## src/rtl/bfloat_minmax_tracker_pkg.sv

```systemverilog
`default_nettype none
// ============================================================================
// Module      : bfloat_minmax_tracker_pkg
// Description : Shared state encoding, bfloat16 field constants and NaN test
//               for the min/max tracker.
// Revision    : 1.0 - initial release
// ============================================================================
package bfloat_minmax_tracker_pkg;

   typedef enum logic [1:0] {
      ST_EMPTY = 2'd0,
      ST_ACCUM = 2'd1,
      ST_HOLD  = 2'd2
   } state_t;

   localparam logic [7:0]  EXP_MAX   = 8'hFF;
   localparam logic [15:0] CANON_NAN = 16'h7FC0;

   function automatic logic is_nan(input logic [15:0] v);
      return (v[14:7] == EXP_MAX) && (v[6:0] != 7'd0);
   endfunction

endpackage
`default_nettype wire

```

## src/rtl/bfloat_minmax_tracker_if.sv

```systemverilog
`default_nettype none
// ============================================================================
// Module      : bfloat_minmax_tracker_if
// Description : Element input stream and frame-result output bundle.
// Revision    : 1.0 - initial release
// ============================================================================
interface bfloat_minmax_tracker_if #(
   parameter int IDX_W = 8
);
   logic             in_valid;
   logic             in_ready;
   logic [15:0]      in_data;
   logic             in_last;
   logic             out_valid;
   logic             out_ready;
   logic [15:0]      out_max;
   logic [15:0]      out_min;
   logic [IDX_W-1:0] out_max_idx;
   logic [IDX_W-1:0] out_min_idx;
   logic [IDX_W:0]   out_count;
   logic             out_nan;
   logic             out_trunc;

   modport master (
      output in_valid, in_data, in_last, out_ready,
      input  in_ready, out_valid, out_max, out_min, out_max_idx, out_min_idx,
             out_count, out_nan, out_trunc
   );

   modport slave (
      input  in_valid, in_data, in_last, out_ready,
      output in_ready, out_valid, out_max, out_min, out_max_idx, out_min_idx,
             out_count, out_nan, out_trunc
   );
endinterface
`default_nettype wire

```

## src/rtl/bfloat_minmax_tracker_cmp.sv

```systemverilog
`default_nettype none
// ============================================================================
// Module      : bfloat_order_cmp
// Description : Numeric bfloat16 ordering of two non-NaN values.
// Revision    : 1.0 - initial release
// ============================================================================
module bfloat_order_cmp (
   input  wire logic [15:0] a,
   input  wire logic [15:0] b,
   output logic             a_gt_b,
   output logic             a_lt_b
);
   // Map to an unsigned key: negatives inverted, positives offset above them;
   // -0 folds onto +0 so the two compare equal.
   function automatic logic [15:0] order_key(input logic [15:0] v);
      logic [15:0] n;
      n = (v == 16'h8000) ? 16'h0000 : v;
      return n[15] ? ~n : (n | 16'h8000);
   endfunction

   logic [15:0] w_key_a;
   logic [15:0] w_key_b;

   assign w_key_a = order_key(a);
   assign w_key_b = order_key(b);
   assign a_gt_b  = (w_key_a > w_key_b);
   assign a_lt_b  = (w_key_a < w_key_b);

endmodule
`default_nettype wire

```

## src/rtl/bfloat_minmax_tracker.sv

```systemverilog
`default_nettype none
// ============================================================================
// Module      : bfloat_minmax_tracker
// Description : Per-frame max/min (with positions), count and NaN tracking of
//               a bfloat16 element stream.
// Revision    : 1.0 - initial release
// ============================================================================
module bfloat_minmax_tracker
   import bfloat_minmax_tracker_pkg::*;
#(
   parameter int IDX_W = 8
) (
   input wire logic                clk,
   input wire logic                rst,
   bfloat_minmax_tracker_if.slave  bus
);
   localparam int MAX_LEN = 2**IDX_W;

   state_t           r_state,   w_state_nxt;
   logic [15:0]      r_max,     w_max_nxt;
   logic [15:0]      r_min,     w_min_nxt;
   logic [IDX_W-1:0] r_max_idx, w_max_idx_nxt;
   logic [IDX_W-1:0] r_min_idx, w_min_idx_nxt;
   logic [IDX_W:0]   r_count,   w_count_nxt;
   logic             r_nan,     w_nan_nxt;
   logic             r_trunc,   w_trunc_nxt;

   logic             w_accept;
   logic             w_in_nan;
   logic             w_len_end;
   logic             w_gt_max;
   logic             w_lt_min;
   logic             w_unused_gt;
   logic             w_unused_lt;
   logic [IDX_W-1:0] w_idx;

   bfloat_order_cmp u_cmp_max (
      .a      (bus.in_data),
      .b      (r_max),
      .a_gt_b (w_gt_max),
      .a_lt_b (w_unused_lt)
   );

   bfloat_order_cmp u_cmp_min (
      .a      (bus.in_data),
      .b      (r_min),
      .a_gt_b (w_unused_gt),
      .a_lt_b (w_lt_min)
   );

   assign w_accept  = bus.in_valid && (r_state != ST_HOLD);
   assign w_in_nan  = is_nan(bus.in_data);
   assign w_idx     = r_count[IDX_W-1:0];
   assign w_len_end = (r_count == (IDX_W+1)'(MAX_LEN - 1));

   always_ff @(posedge clk or posedge rst) begin
      if (rst) begin
         r_state   <= ST_EMPTY;
         r_max     <= '0;
         r_min     <= '0;
         r_max_idx <= '0;
         r_min_idx <= '0;
         r_count   <= '0;
         r_nan     <= 1'b0;
         r_trunc   <= 1'b0;
      end else begin
         r_state   <= w_state_nxt;
         r_max     <= w_max_nxt;
         r_min     <= w_min_nxt;
         r_max_idx <= w_max_idx_nxt;
         r_min_idx <= w_min_idx_nxt;
         r_count   <= w_count_nxt;
         r_nan     <= w_nan_nxt;
         r_trunc   <= w_trunc_nxt;
      end
   end

   always_comb begin
      w_state_nxt   = r_state;
      w_max_nxt     = r_max;
      w_min_nxt     = r_min;
      w_max_idx_nxt = r_max_idx;
      w_min_idx_nxt = r_min_idx;
      w_count_nxt   = r_count;
      w_nan_nxt     = r_nan;
      w_trunc_nxt   = r_trunc;
      case (r_state)
         ST_EMPTY, ST_ACCUM: begin
            if (w_accept) begin
               w_count_nxt = r_count + {{IDX_W{1'b0}}, 1'b1};
               if (w_in_nan) begin
                  w_nan_nxt = 1'b1;
                  // An all-NaN frame reports the canonical NaN at index 0.
                  if (r_state == ST_EMPTY) begin
                     w_max_nxt     = CANON_NAN;
                     w_min_nxt     = CANON_NAN;
                     w_max_idx_nxt = '0;
                     w_min_idx_nxt = '0;
                  end
               end else if (r_state == ST_EMPTY) begin
                  w_max_nxt     = bus.in_data;
                  w_min_nxt     = bus.in_data;
                  w_max_idx_nxt = w_idx;
                  w_min_idx_nxt = w_idx;
                  w_state_nxt   = ST_ACCUM;
               end else begin
                  if (w_gt_max) begin
                     w_max_nxt     = bus.in_data;
                     w_max_idx_nxt = w_idx;
                  end
                  if (w_lt_min) begin
                     w_min_nxt     = bus.in_data;
                     w_min_idx_nxt = w_idx;
                  end
               end
               if (bus.in_last || w_len_end) begin
                  w_state_nxt = ST_HOLD;
                  w_trunc_nxt = !bus.in_last;
               end
            end
         end
         ST_HOLD: begin
            if (bus.out_ready) begin
               w_state_nxt   = ST_EMPTY;
               w_max_nxt     = '0;
               w_min_nxt     = '0;
               w_max_idx_nxt = '0;
               w_min_idx_nxt = '0;
               w_count_nxt   = '0;
               w_nan_nxt     = 1'b0;
               w_trunc_nxt   = 1'b0;
            end
         end
         default: w_state_nxt = ST_EMPTY;
      endcase
   end

   assign bus.in_ready    = (r_state != ST_HOLD);
   assign bus.out_valid   = (r_state == ST_HOLD);
   assign bus.out_max     = r_max;
   assign bus.out_min     = r_min;
   assign bus.out_max_idx = r_max_idx;
   assign bus.out_min_idx = r_min_idx;
   assign bus.out_count   = r_count;
   assign bus.out_nan     = r_nan;
   assign bus.out_trunc   = r_trunc;

endmodule
`default_nettype wire

```

## src/flat_wrapper.sv

```systemverilog
// flat-port wrapper written by rule: the top's interface ports become plain ports
module bfloat_minmax_tracker_flat import bfloat_minmax_tracker_pkg::*;
#(
   parameter int IDX_W = 8
)
  (clk, rst, bus_in_valid, bus_in_data, bus_in_last, bus_out_ready, bus_in_ready, bus_out_valid, bus_out_max, bus_out_min, bus_out_max_idx, bus_out_min_idx, bus_out_count, bus_out_nan, bus_out_trunc);
  bfloat_minmax_tracker_if #(.IDX_W(IDX_W)) bus_i ();
  input wire logic clk;
  input wire logic rst;
  input wire logic [$bits(bus_i.in_valid)-1:0] bus_in_valid;
  input wire logic [$bits(bus_i.in_data)-1:0] bus_in_data;
  input wire logic [$bits(bus_i.in_last)-1:0] bus_in_last;
  input wire logic [$bits(bus_i.out_ready)-1:0] bus_out_ready;
  output wire logic [$bits(bus_i.in_ready)-1:0] bus_in_ready;
  output wire logic [$bits(bus_i.out_valid)-1:0] bus_out_valid;
  output wire logic [$bits(bus_i.out_max)-1:0] bus_out_max;
  output wire logic [$bits(bus_i.out_min)-1:0] bus_out_min;
  output wire logic [$bits(bus_i.out_max_idx)-1:0] bus_out_max_idx;
  output wire logic [$bits(bus_i.out_min_idx)-1:0] bus_out_min_idx;
  output wire logic [$bits(bus_i.out_count)-1:0] bus_out_count;
  output wire logic [$bits(bus_i.out_nan)-1:0] bus_out_nan;
  output wire logic [$bits(bus_i.out_trunc)-1:0] bus_out_trunc;
  assign bus_i.in_valid = bus_in_valid;
  assign bus_i.in_data = bus_in_data;
  assign bus_i.in_last = bus_in_last;
  assign bus_i.out_ready = bus_out_ready;
  assign bus_in_ready = bus_i.in_ready;
  assign bus_out_valid = bus_i.out_valid;
  assign bus_out_max = bus_i.out_max;
  assign bus_out_min = bus_i.out_min;
  assign bus_out_max_idx = bus_i.out_max_idx;
  assign bus_out_min_idx = bus_i.out_min_idx;
  assign bus_out_count = bus_i.out_count;
  assign bus_out_nan = bus_i.out_nan;
  assign bus_out_trunc = bus_i.out_trunc;
  bfloat_minmax_tracker #(.IDX_W(IDX_W)) u_core (.clk(clk), .rst(rst), .bus(bus_i));
endmodule
```

## config.mk

```make
export PLATFORM = sky130hd
export DESIGN_NAME = bfloat_minmax_tracker_flat
export DESIGN_NICKNAME = d
export VERILOG_FILES = /design/src/rtl/bfloat_minmax_tracker_pkg.sv /design/src/rtl/bfloat_minmax_tracker_if.sv /design/src/rtl/bfloat_minmax_tracker_cmp.sv /design/src/rtl/bfloat_minmax_tracker.sv /design/src/flat_wrapper.sv
export SDC_FILE = /design/constraint.sdc
export NUM_CORES = 1
export LEC_CHECK = 0
export ABC_AREA = 0
export BUFFER_PORTS_ARGS = -buffer_cell sky130_fd_sc_hd__buf_4
export CAP_MARGIN = 0
export CORE_ASPECT_RATIO = 0.7
export CORE_MARGIN = 10
export CORE_UTILIZATION = 50
export CTS_CLUSTER_DIAMETER = 80
export CTS_CLUSTER_SIZE = 40
export DETAILED_ROUTE_END_ITERATION = 8
export GPL_TIMING_DRIVEN = 0
export PLACE_DENSITY = 0.73
export RECOVER_POWER = 50
export REMOVE_ABC_BUFFERS = 1
export SYNTH_ARGS = -nofsm -noshare
export SYNTH_HDL_FRONTEND = slang
export SYNTH_SLANG_ARGS = --single-unit
```

## constraint.sdc

```tcl
create_clock -name clk -period 6.4 [get_ports clk]
set_clock_uncertainty 0.2 [all_clocks]
set_input_delay 0.64 -clock clk [delete_from_list [all_inputs] [get_ports clk]]
set_output_delay 0.64 -clock clk [all_outputs]
set_load 0.01 [all_outputs]
```

# --- After elaboration in Yosys (flattened, before gate mapping) ---
# Index checks and enable logic that the tools add are counted.
classes:
  reduce_logical: 14
  magnitude_cmp: 2
  bitwise: 3
  mux: 46
  n_addsub: 1
  n_eq_ne: 17
ops:
  columns: ["op", "n"]
  rows:
  - ["2-to-1 mux 16 bit", 16]
  - ["2-to-1 mux 8 bit", 10]
  - ["one-hot mux 16 bit (2 select lines)", 2]
  - ["equality test 16 bit, second input constant", 3]
  - ["inverter 16 bit", 3]
  - ["one-hot mux 8 bit (2 select lines)", 2]
  - ["2-to-1 mux 9 bit", 2]
  - ["one-hot mux 9 bit (2 select lines)", 1]
  - ["> comparator 16 bit", 1]
  - ["less-than comparator 16 bit", 1]
  - ["AND reduction 4 bit", 3]
  - ["2-to-1 mux 2 bit", 5]
  - ["AND reduction 5 bit", 2]
  - ["adder 9 x 1 -> 9 bit, second input constant", 1]
  - ["equality test 9 x 8 -> 1 bit, second input constant", 1]
  - ["equality test 8 bit, second input constant", 1]
  - ["nonzero test 7 bit", 1]
  - ["!= test 2 x 1 -> 1 bit, second input constant", 3]
  - ["!= test 3 x 2 -> 1 bit, second input constant", 2]
  - ["!= test 3 bit, second input constant", 2]
  - ["2-to-1 mux 1 bit", 5]
  - ["!= test 2 bit, second input constant", 2]
  - ["one-hot mux 1 bit (2 select lines)", 2]
  - ["one-hot mux 2 bit (2 select lines)", 1]
  - ["other kinds (10)", 11]
word_totals:
  out_inout_bits: 61
  register_bits: 61
  wordCells: 91

# --- Logic depth before layout (Yosys ltp) ---
# Gate-level depths: netlist (run 1).
logic_depth:
  word_depth: 10
  depth_mapped: 15
  ltp_nobuf: 11

# --- Modules after synthesis ---
# A second synthesis (run 1) with hierarchy kept.
unflattened:
  cells_unflattened: 449
  area_unflattened_um2: 4451.8
by_module_without_submodules:
  columns: ["mod", "area_each_um2", "instances", "cells_per_inst"]
  rows:
  - ["bfloat_minmax_tracker", 2617.5, 1, 209]
  - ["bfloat_order_cmp", 917.1, 2, 120]

# --- Worst setup path before layout (run 1) ---
# No wires, ideal clock.
synth_timing:
  path_kind: "in2reg"
  start: "in bus_in_data[2]"
  end: "reg u_core.r_max[6] (netlist: u_core.bus.out_max[6])"
  required_ns: 6.072
  arrival_time_ns: 3.897
  stages: 11
  slack_ns: 2.176
  cell_sequence: "or4_4 > nor2_1 > and3_1 > clkbuf_1 > clkbuf_1 > nor2_1 > ha_1 > or4_1 > a2111oi_0 > o21ai_4 > mux2_1"
synth_between:
  elab_chain_cells: 7
  elab_cells_between_ends: 13
  classes_between: "order compare (1); eq/ne (3); mux (5); bitwise (1); reduce/logical (3)"
synth_lines:
  columns: ["element", "line", "text"]
  rows:
  - ["start: declaration", "flat_wrapper.sv:11", "input wire logic [$bits(bus_i.in_data)-1:0] bus_in_data;"]
  - ["equality test 16 bit", "bfloat_minmax_tracker_cmp.sv:17", "n = (v == 16'h8000) ? 16'h0000 : v;"]
  - ["2-to-1 mux 16 bit", "bfloat_minmax_tracker_cmp.sv:17", null]
  - ["inverter 16 bit", "bfloat_minmax_tracker_cmp.sv:18", "return n[15] ? ~n : (n | 16'h8000);"]
  - ["2-to-1 mux 16 bit", "bfloat_minmax_tracker_cmp.sv:18", null]
  - ["> comparator 16 bit", "bfloat_minmax_tracker_cmp.sv:26", "assign a_gt_b = (w_key_a > w_key_b);"]
  - ["!= test 3 x 2 -> 1 bit (no line)", null, null]
  - ["AND reduction 5 bit (no line)", null, null]
  - ["end signal: assignment", "bfloat_minmax_tracker.sv:68", "r_max <= w_max_nxt;"]
  - ["end: declaration", "bfloat_minmax_tracker.sv:20", "logic [15:0] r_max, w_max_nxt;"]
# Several ways; a longest one is shown, not always the timed one. The select of a mux whose other input is x is not followed.
# A chain may end at the register's enable or synchronous reset.

# --- Worst setup path in the final report (run 1) ---
layout_timing:
  start: "reg u_core.r_min[15] (netlist: u_core.bus.out_min[15])"
  end: "reg u_core.r_min[10] (netlist: u_core.bus.out_min[10])"
layout_between:
  elab_chain_cells: 7
layout_lines:
  columns: ["element", "line", "text"]
  rows:
  - ["start: declaration", "bfloat_minmax_tracker.sv:21", "logic [15:0] r_min, w_min_nxt;"]
  - ["start signal: assignment", "bfloat_minmax_tracker.sv:69", "r_min <= w_min_nxt;"]
  - ["equality test 16 bit", "bfloat_minmax_tracker_cmp.sv:17", null]
  - ["2-to-1 mux 16 bit *", "bfloat_minmax_tracker_cmp.sv:17", null]
  - ["inverter 16 bit", "bfloat_minmax_tracker_cmp.sv:18", null]
  - ["2-to-1 mux 16 bit *", "bfloat_minmax_tracker_cmp.sv:18", null]
  - ["less-than comparator 16 bit *", "bfloat_minmax_tracker_cmp.sv:27", "assign a_lt_b = (w_key_a < w_key_b);"]
  - ["!= test 3 x 2 -> 1 bit (no line) *", null, null]
  - ["AND reduction 5 bit (no line) *", null, null]
# Mark *: on every way between the ends. The rest lies on a longest branch, timed or not.

==> impl_metrics.env, run 1 <==
export IMPL_cts_tree="done"
export IMPL_worst_pin_slew_ps=2067
export IMPL_cp_required_ps=6470
export IMPL_synthAdderAreaFrac=0.08772
export IMPL_p_leak_nw=2.509
export IMPL_powerDensity_mw_per_mm2=491.5
export IMPL_wl_per_cell_um=18.46
export IMPL_period_needed_ps=4964
export IMPL_synthTopCellsByArea="dfrtp_1, ha_1, nand3_1, xor2_1, mux2i_1"
export IMPL_cts_resized=0
export IMPL_min_period_over_period=0.7757
export IMPL_cp_common_cell="nand3_1"
export IMPL_cts_sinks=61
export IMPL_grt_use_total=0.2011
export IMPL_grt_max_degree=45
export IMPL_switching_share=0.4536
export IMPL_initial_core_util=0.5093
export IMPL_portBuffers=81
export IMPL_fp_dieW_um=134.2
export IMPL_cp_slowest_stage_delay_ps=920
export IMPL_core_mm2=0.008962
export IMPL_p_seq_frac=0.291
export IMPL_fin_hold_ws_ps=294.5
export IMPL_netlist_area_mm2=0.004564
export IMPL_synth_top_family_by_area="simple AND/OR/NAND/NOR gates"
export IMPL_yosys_area_top_type_share=0.3344
export IMPL_synth_simple_gate_area_frac=0.2316
export IMPL_gp_congestion=0.8155
export IMPL_ctsLongestPathBuffers=2
export IMPL_slowest_stage="nand3_1"
export IMPL_dr_first_iter_drc_count=416
export IMPL_synth_distinct_cells=46
export IMPL_violations="max-capacitance violations, max-slew violations"
export IMPL_drcViolationCount=0
export IMPL_drv_cap=1
export IMPL_dieHeight_um=99.94
export IMPL_yosys_warnings=0
export IMPL_setup_violations=0
export IMPL_first_global_vias=4274
export IMPL_dr_pass1_iters=5
export IMPL_viasPerCell=5.950
export IMPL_hold_viol_final=0
export IMPL_top_level_ports=82
export IMPL_vias=4326
export IMPL_clkPwrFrac=0.184
export IMPL_wl_um=13420
export IMPL_clk_latency_ps=340
export IMPL_p_int_mw=1.451
export IMPL_synthArstFlopShare=1.000
export IMPL_grt_overflow_total=0
export IMPL_dp_hpwl_um=9805
export IMPL_drive_gt1_frac=0.1244
export IMPL_worstPathArrival_ps=5030
export IMPL_cts_buffers=9
export IMPL_p_switching_mw=1.205
export IMPL_fmax_mhz=201.4
export IMPL_synth_xor_area_share=0.09211
export IMPL_rsz0062_at_grt="false"
export IMPL_dieArea_mm2=0.01341
export IMPL_r2r_cells=10
export IMPL_cp_max_fo=32
export IMPL_antenna_found_initial=0
export IMPL_synthMuxAreaShare=0.05291
export IMPL_start_kind="flop"
export IMPL_cp_end_kind="flop"
export IMPL_synth_avg_cell_area_um2=8.453
export IMPL_synth_compound_area_share=0.1434
export IMPL_num_rows=29
export IMPL_hp_class="in -> reg"
export IMPL_htreeDepth=3
export IMPL_fin_tns_setup_ps=0
export IMPL_crit_chain="nor4b_1, nand4_1, nand2_1, ha_1, a21oi_1, a21boi_0, o31ai_1, nand3_1, or4_1, nand3_1"
export IMPL_comb_power_share=0.525
export IMPL_path_clk_slew_ps=60
export IMPL_min_path_cells=2
export IMPL_syn_to_final_growth_pct=18.42
export IMPL_slew_headroom=-0.3783
export IMPL_ys_flop_type="dfrtp_1"
export IMPL_ir_drop_mv=0.2050
export IMPL_slew_violations=38
export IMPL_cts_root_buf="clkbuf_16"
export IMPL_critical_path_class="reg -> reg"
export IMPL_outcome="complete, but fails checks"
export IMPL_yosysSeqAreaShare=0.3344
export IMPL_hold_buffers=0
export IMPL_synth_edf_count=0
export IMPL_fill_cells=809
export IMPL_synthCells=540
export IMPL_synth_top_area_cell="dfrtp_1"
export IMPL_antenna_cells=0
export IMPL_grt_first_pass_wirelength_um=22020
export IMPL_ys_seq_elements=61
export IMPL_post_cts_buffers=0
export IMPL_nets=651
export IMPL_ant_nets=0
area by class of cell:
| cell class | count | area, um^2 | share of cell area |
|---|---|---|---|
| Clock buffer | 10 | 229.0 | 0.04236 |
| Clock inverter | 6 | 63.81 | 0.01181 |
| Inverter | 29 | 108.9 | 0.02014 |
| Multi-Input combinational cell | 413 | 2784 | 0.5150 |
| Sequential cell | 61 | 1526 | 0.2824 |
| Tap cell | 124 | 155.1 | 0.02870 |
| Timing Repair Buffer | 84 | 538.0 | 0.09954 |
synthesized netlist by cell type (15+ instances only):
master,count
mux2i_1,23
xor2_1,33
a21oi_1,26
nor2_1,43
a22oi_1,17
nand3_1,62
o211ai_1,26
nand2_1,48
ha_1,32
xnor2_1,15
clkbuf_1,30
dfrtp_1,61
inv_1,28
sequential cells by signal (all words and copies together), names as in the netlist:
name,count
u_core.bus.out_nan,1
u_core.bus.out_min_idx,8
u_core.bus.out_count,9
u_core.bus.out_max,16
u_core.bus.out_trunc,1
u_core.r_state,2
u_core.bus.out_max_idx,8
u_core.bus.out_min,16
per-layer routing:
| metal | global-route usage | wire, um | part of all wire |
|---|---|---|---|
| met1 | 0.2428 | 5764 | 0.43 |
| met2 | 0.3293 | 6291 | 0.47 |
| met3 | 0.06537 | 1085 | 0.081 |
| met4 | 0.07423 | 280 | 0.021 |
| met5 | 0 | 0 | 0 |
placed cells by master, fill, tap and decap left out, types with 7 or more instances in the layout:
cell type,instances
nand3_1,62
dfrtp_1,61
buf_4,51
nand2_1,48
nor2_1,42
xor2_1,33
ha_1,32
clkbuf_1,31
inv_1,29
a21oi_1,26
o211ai_1,26
mux2i_1,23
a22oi_1,17
xnor2_1,15
nand4_1,10
or4_1,10
nor3_1,10
clkbuf_16,9
o21ai_0,7
nor4_1,7
worst max-delay path: cells and delay by family, from the launching register on:
family	cells	cell delay (ps)
AO/OA/AOI/OAI	3	580
adder cells (fa/ha/maj)	1	280
flip-flops	1	910
AND/OR/NAND/NOR	6	2910
final timing paths:
path,from,slack (ps),end
min in group asynchronous,rst,320,u_core.bus.out_max_idx[0]
setup reg to reg,u_core.bus.out_min[15],1440,u_core.bus.out_min[10]
hold reg to reg,u_core.bus.out_count[8],310,u_core.bus.out_count[8]
setup / recovery,u_core.bus.out_min[15],1440,u_core.bus.out_min[10]
hold / removal,bus_in_last,290,u_core.bus.out_trunc
max in group asynchronous,rst,3220,u_core.bus.out_max[13]
stage by stage:
step                area, um^2  utilization  power (mW)  instances  worst slack [ps]
finish                    5405       0.6031       2.656        727              1436
global route              5405       0.6031       2.896        727              1139
CTS                       5530       0.6171       2.712        727              1538
detailed placement        5238       0.5844       2.207        711              1283
global placement          5172       0.5771       2.141        708              1372
floorplan                 4409            -       1.662        503              2141
power by group through the flow:
stage	registers [mW]	clock network [mW]	logic, mW
global placement	0.765	0	1.38
global route	0.802	0.512	1.58
finish	0.774	0.489	1.39
floorplan	0.782	0	0.880
detailed placement	0.776	0	1.43
CTS	0.772	0.496	1.44
kinds of logic after synthesis:
kind of cell | after synthesis
buffers and inverters | 66
AND/OR/NAND/NOR | 215
multiplexers | 24
flip-flops | 61
adder cells (fa/ha/maj) | 32
AO/OA/AOI/OAI | 94
XOR/XNOR | 48
Power figures use the tool's default switching activity.
==> run 2, diff against run 1 <==
- ABC_AREA: 0 -> 1
- PLACE_DENSITY: 0.73 -> 0.76
- clock period: 6.4 -> 4.07 ns (I/O delays scaled with it)
==> run 2 against run 1 <==
Effect of this change: the run still ends with max-capacitance violations, max-slew violations left; non-clock buffer count increased by 1; fmax increased by 28%; area after synthesis decreased by 9.9%; count of clock-buffer cells in the layout increased by 2; via count decreased by 6.3%; global-route usage increased by 0.68 points; highest routed layer unchanged; die area decreased by 8.2%; hold slack got worse by 230 ps; cell count increased by 0.14%.
==> impl_metrics.env, run 2 <==
export IMPL_worst_slack_ps=204.9
export IMPL_fp_dieW_um=128.4
export IMPL_ant_nets=0
export IMPL_yosys_warnings=0
export IMPL_period_needed_ps=3865
export IMPL_switching_share=0.4721
export IMPL_initial_core_util=0.5180
export IMPL_htreeDepth=3
export IMPL_cp_max_fo=25
export IMPL_powerDensity_mw_per_mm2=854.2
export IMPL_dr_first_iter_drc_count=356
export IMPL_synth_distinct_cells=35
export IMPL_grt_first_pass_wirelength_um=20360
export IMPL_nets=675
export IMPL_hp_class="in -> reg"
export IMPL_path_clk_slew_ps=60
export IMPL_mostFrequentLayoutCells="nand2_1, dfrtp_1, nand3_1, nor2_1"
export IMPL_drcViolationCount=0
export IMPL_ys_top_cells_by_count="nand2_1, dfrtp_1, nand3_1, nor2_1, inv_1"
export IMPL_vias=4054
export IMPL_viasPerCell=5.569
export IMPL_ctsLongestPathBuffers=2
export IMPL_grt_max_degree=43
export IMPL_fmax_mhz=258.7
export IMPL_antenna_found_initial=0
export IMPL_drive_gt1_frac=0.1180
export IMPL_wl_um=12600
export IMPL_core_mm2=0.007939
export IMPL_worstPathArrival_ps=3880
export IMPL_gp_congestion=0.9359
export IMPL_violations="max-capacitance violations, max-slew violations"
export IMPL_slew_violations=43
export IMPL_cts_sinks=61
export IMPL_hold_viol_final=0
export IMPL_synth_most_common_cell="nand2_1"
export IMPL_fin_hold_ws_ps=60.78
export IMPL_dieArea_mm2=0.01231
export IMPL_comb_power_share=0.538
export IMPL_yosysSeqAreaShare=0.3712
export IMPL_p_leak_nw=2.521
export IMPL_synthCells=546
export IMPL_clkPwrFrac=0.191
export IMPL_min_period_over_period=0.9497
export IMPL_p_seq_frac=0.271
export IMPL_p_switching_mw=2.002
export IMPL_dr_pass1_iters=5
export IMPL_outcome="complete, but fails checks"
export IMPL_start_kind="flop"
export IMPL_cp_end_kind="flop"
export IMPL_worst_pin_slew_ps=1952
export IMPL_drv_cap=1
export IMPL_syn_to_final_growth_pct=20.69
export IMPL_cp_required_ps=4090
export IMPL_num_rows=27
export IMPL_grt_use_total=0.2079
export IMPL_yosys_area_top_type_share=0.3712
export IMPL_fill_cells=734
export IMPL_antenna_cells=0
export IMPL_setup_violations=0
export IMPL_fin_util=0.6252
export IMPL_synth_top_area_cell="dfrtp_1"
export IMPL_cts_buffers=9
export IMPL_synthTopCellsByArea="dfrtp_1, nand2_1, ha_1, nand3_1, nor2_1"
export IMPL_cts_tree="done"
export IMPL_ys_flop_type="dfrtp_1"
export IMPL_critical_path_class="reg -> reg"
export IMPL_ir_drop_mv=0.3865
export IMPL_finalPower_mw=4.240
export IMPL_top_level_ports=82
export IMPL_ys_seq_elements=61
export IMPL_dp_hpwl_um=9212
export IMPL_dp_slack_ps=-199.7
export IMPL_mostFrequentLayoutCell="nand2_1"
export IMPL_rsz0062_at_grt="false"
export IMPL_synth_edf_count=0
export IMPL_portBuffers=81
export IMPL_netlist_area_mm2=0.004113
export IMPL_cts_root_buf="clkbuf_16"
export IMPL_wl_per_cell_um=17.30
export IMPL_synthArstFlopShare=1.000
export IMPL_p_int_mw=2.238
export IMPL_fin_tns_setup_ps=0
export IMPL_slew_headroom=-0.3016
export IMPL_grt_overflow_total=0
export IMPL_first_global_vias=4045
export IMPL_clk_latency_ps=340
export IMPL_synth_avg_cell_area_um2=7.532
export IMPL_dieHeight_um=95.88
==> run 2: cell types whose count changed in the layout (fill, tap and decap cells not counted), sizes merged, moves of 15 or more <==
cell,previous run,this run
a22oi,17,0
inv,29,46
mux2i,23,0
nand2,48,155
nor2,43,58
o211ai,27,0
==> run 2: cell families (layout without fill, tap and decap cells) <==
group | count (synthesis) | count (layout) | synth area share
buffers and inverters | 66 | 147 | 0.07089
flip-flops | 61 | 61 | 0.3712
AND/OR/NAND/NOR | 304 | 304 | 0.3204
adder cells (fa/ha/maj) | 32 | 32 | 0.09735
AO/OA/AOI/OAI | 51 | 51 | 0.07210
XOR/XNOR | 32 | 32 | 0.06815
==> run 2: layout make-up <==
| class | count | area [um^2] | share of cell area |
|---|---|---|---|
| repair buffers | 85 | 499.2 | 0.1006 |
| clock inverters | 4 | 55.05 | 0.01109 |
| clock buffers | 12 | 256.5 | 0.05168 |
| well taps | 101 | 126.4 | 0.02546 |
| inverters | 46 | 172.7 | 0.03479 |
| multi-input cells | 419 | 2327 | 0.4689 |
| flip-flops and latches | 61 | 1526 | 0.3075 |
==> run 2: final timing paths <==
path | cells past startpoint | start | endpoint | slack (ps)
setup / recovery | 20 | u_core.bus.out_max[7] | u_core.bus.out_max[10] | 200
max in group asynchronous | 4 | rst | u_core.r_state[0] | 690
hold reg to reg | 2 | u_core.bus.out_max_idx[0] | u_core.bus.out_max_idx[0] | 270
hold / removal | 2 | bus_in_last | u_core.bus.out_trunc | 60
setup reg to reg | 20 | u_core.bus.out_max[7] | u_core.bus.out_max[10] | 200
min in group asynchronous | 3 | rst | u_core.bus.out_min[7] | 570
==> run 2: critical path: stages, from the launching register on <==
cell and delay, ps:
dfrtp_1 430, nor4_1 570, nand4_1 250, nand2_4 300, xor2_1 130, ha_1 320, nand2_1 70, nor2_1 180
nand2_1 80, nand3_1 80, nand2_1 50, nand2_1 50, nand2_1 50, nand2_1 50, nand2_1 50, nand2_1 60
nand2_1 80, nand2_4 270, nand2_4 260, nand2_1 120, nand2_1 70
==> run 2: power groups by stage <==
stage / combinational, mW / sequential (mW) / clock, mW
4_1_cts: 2.40 / 1.14 / 0.809
5_1_grt: 2.58 / 1.18 / 0.832
2_1_floorplan: 1.40 / 1.19 / 0
6_report: 2.28 / 1.15 / 0.809
3_3_place_gp: 2.26 / 1.14 / 0
3_5_place_dp: 2.36 / 1.14 / 0
==> run 2: routing by layer <==
layer	share of wire	track usage
met1	0.46	0.2773
met2	0.44	0.3201
met3	0.081	0.05437
met4	0.018	0.07477
met5	0	0
==> run 2: per-stage QoR <==
stage | cell area (um^2) | instances
2_1_floorplan | 3994 | 526
3_3_place_gp | 4728 | 708
3_5_place_dp | 4777 | 711
4_1_cts | 5112 | 728
5_1_grt | 4964 | 728
6_report | 4964 | 728
==> run 2: timing repair <==
| action | in CTS | in global routing |
|---|---|---|
| endpoints found under the hold margin | 19 | 0 |
| cloned | 0 | 0 |
| hold buffers | 1 | 0 |
| buffers inserted | 0 | 0 |
| resized for setup | 3 | 2 |
| setup endpoints to repair | 48 | 24 |
==> run 3, diff against run 2 <==
- CORE_UTILIZATION: 50 -> 40
- GPL_TIMING_DRIVEN: 0 -> default
- PLACE_DENSITY: 0.76 -> default
- SLEW_MARGIN: default -> 40
==> run 3 against run 2 <==
Effect of this change: the flow still finishes with violations (max-capacitance violations, max-slew violations); first-iteration DRC count down 13%; combinational power about the same; worst setup slack better by 99 ps.
==> impl_metrics.env, run 3 (synthesized netlist as in run 2, its figures left out) <==
export IMPL_outcome="complete, but fails checks"
export IMPL_violations="max-capacitance violations, max-slew violations"
export IMPL_htreeDepth=3
export IMPL_initial_core_util=0.4166
export IMPL_slew_headroom=-0.2751
export IMPL_p_switching_mw=1.985
export IMPL_cts_tree="done"
export IMPL_dieArea_mm2=0.01480
export IMPL_p_int_mw=2.184
export IMPL_syn_to_final_growth_pct=20.20
export IMPL_grt_first_pass_wirelength_um=21330
export IMPL_r2r_cells=20
export IMPL_core_mm2=0.009872
export IMPL_wl_um=13110
export IMPL_start_kind="flop"
export IMPL_p_seq_frac=0.278
export IMPL_antenna_cells=0
export IMPL_comb_power_share=0.543
export IMPL_mostFrequentLayoutCell="nand2_1"
export IMPL_cp_max_fo=24
export IMPL_wl_per_cell_um=17.29
export IMPL_portBuffers=81
export IMPL_r2r_setup_slack_ps=300
export IMPL_grt_overflow_total=0
export IMPL_crit_chain="nor4_2, nand4_1, nand2_2, xor2_1, ha_1, a21oi_1, o21ai_0, nand2_1, nand3_1, nand2_1, nand2_1, nand2_1, nand2_1, nand2_1, nand2_1, nand2_1, nand2_2, nand2_2, nand2_1, nand2_1"
export IMPL_cp_depth=20
export IMPL_drcViolationCount=0
export IMPL_grt_use_total=0.1779
export IMPL_fill_cells=1008
export IMPL_rsz0062_at_grt="false"
export IMPL_cts_root_buf="clkbuf_16"
export IMPL_clkPwrFrac=0.180
export IMPL_fp_dieW_um=141.2
export IMPL_worst_pin_slew_ps=1902
export IMPL_p_leak_nw=2.471
export IMPL_dr_first_iter_drc_count=311
export IMPL_dr_pass1_iters=5
export IMPL_ctsLongestPathBuffers=2
export IMPL_ant_nets=0
export IMPL_drive_gt1_frac=0.1111
export IMPL_fin_cells=758
export IMPL_fmax_mhz=265.5
export IMPL_nets=680
export IMPL_crit_buf_inv=0
export IMPL_dp_hpwl_um=9962
export IMPL_vias=3957
export IMPL_top_level_ports=82
export IMPL_cp_top_family="simple AND/OR/NAND/NOR gates"
export IMPL_fin_tns_setup_ps=0
export IMPL_period_needed_ps=3766
export IMPL_slowest_stage="nor4_2"
export IMPL_first_global_vias=3912
export IMPL_clk_latency_ps=330
export IMPL_hp_class="in -> reg"
export IMPL_cp_slowest_stage_delay_ps=510
export IMPL_num_rows=30
export IMPL_setup_violations=0
export IMPL_hold_viol_final=0
export IMPL_hold_start="bus_in_last"
export IMPL_ir_drop_mv=0.3179
export IMPL_viasPerCell=5.220
export IMPL_crit_end="u_core.bus.out_max[7]"
export IMPL_critical_path_class="reg -> reg"
export IMPL_slew_violations=42
export IMPL_crit_start="u_core.bus.out_max[6]"
export IMPL_cp_required_ps=4140
export IMPL_gp_congestion=0.9546
export IMPL_powerDensity_mw_per_mm2=843.2
export IMPL_min_path_cells=2
export IMPL_grt_max_degree=42
export IMPL_cts_buffers=9
export IMPL_antenna_found_initial=0
export IMPL_cp_common_cell="nand2_1"
export IMPL_min_period_over_period=0.9253
export IMPL_rr_startpoint="u_core.bus.out_max[6]"
export IMPL_r2r_end="u_core.bus.out_max[7]"
export IMPL_switching_share=0.4762
export IMPL_worstPathArrival_ps=3830
export IMPL_place_inst=743
export IMPL_dieHeight_um=104.8
export IMPL_cp_end_kind="flop"
export IMPL_cts_sinks=61
export IMPL_mostFrequentLayoutCells="nand2_1, dfrtp_1, nor2_1, nand3_1, clkbuf_1"
export IMPL_drv_cap=1
export IMPL_path_clk_slew_ps=50
==> run 3: final cells by class <==
type,count,area [um^2],share of cell area
sequential,61,1526,0.3088
clock buffer,10,239.0,0.04834
tap,128,160.2,0.03240
timing repair buffer,90,486.7,0.09846
inverter,46,173.9,0.03518
clock inverter,4,50.05,0.01012
multi-input combinational,419,2307,0.4667
==> run 3: power by group through the flow <==
stage,combinational (mW),sequential (mW),clock (mW)
2_1_floorplan,1.40,1.19,0
3_3_place_gp,2.36,1.15,0
3_5_place_dp,2.40,1.16,0
4_1_cts,2.42,1.16,0.767
5_1_grt,2.56,1.20,0.789
6_report,2.26,1.16,0.750
==> run 3: what timing repair did <==
action | in CTS | in global routing
resized for setup | 0 | 2
buffers inserted | 0 | 0
hold buffers | 1 | 0
endpoints found under the hold margin | 40 | 0
setup endpoints to repair | 0 | 24
==> run 3: stage by stage <==
stage | hold slack [ps] | utilization | setup WS (ps) | power, mW | cell area, um^2
after CTS | 51.67 | 0.5190 | 223.4 | 4.338 | 5124
after detailed placement | 263.8 | 0.4887 | 293.5 | 3.558 | 4825
final | 65.43 | 0.5008 | 304.0 | 4.169 | 4943
after global placement | 260.2 | 0.4885 | 317.8 | 3.509 | 4822
after global routing | 70.23 | 0.5008 | 94.50 | 4.553 | 4943
after floorplan | 301.4 | - | 790.5 | 2.588 | 3994
==> run 3: how the worst min path moves through the flow <==
stage	to	slack, ps
after floorplan	u_core.bus.out_trunc	300
after global routing	u_core.bus.out_trunc	70
after global placement	u_core.bus.out_min_idx[1]	260
after detailed placement	u_core.bus.out_min_idx[4]	260
final	u_core.bus.out_trunc	70
after CTS	u_core.bus.out_trunc	50
==> run 3: layer usage <==
layer,share of wire,GRT usage
met3,0.087,0.05654
met4,0.0095,0.03824
met2,0.42,0.2551
met1,0.49,0.2529
met5,0,0
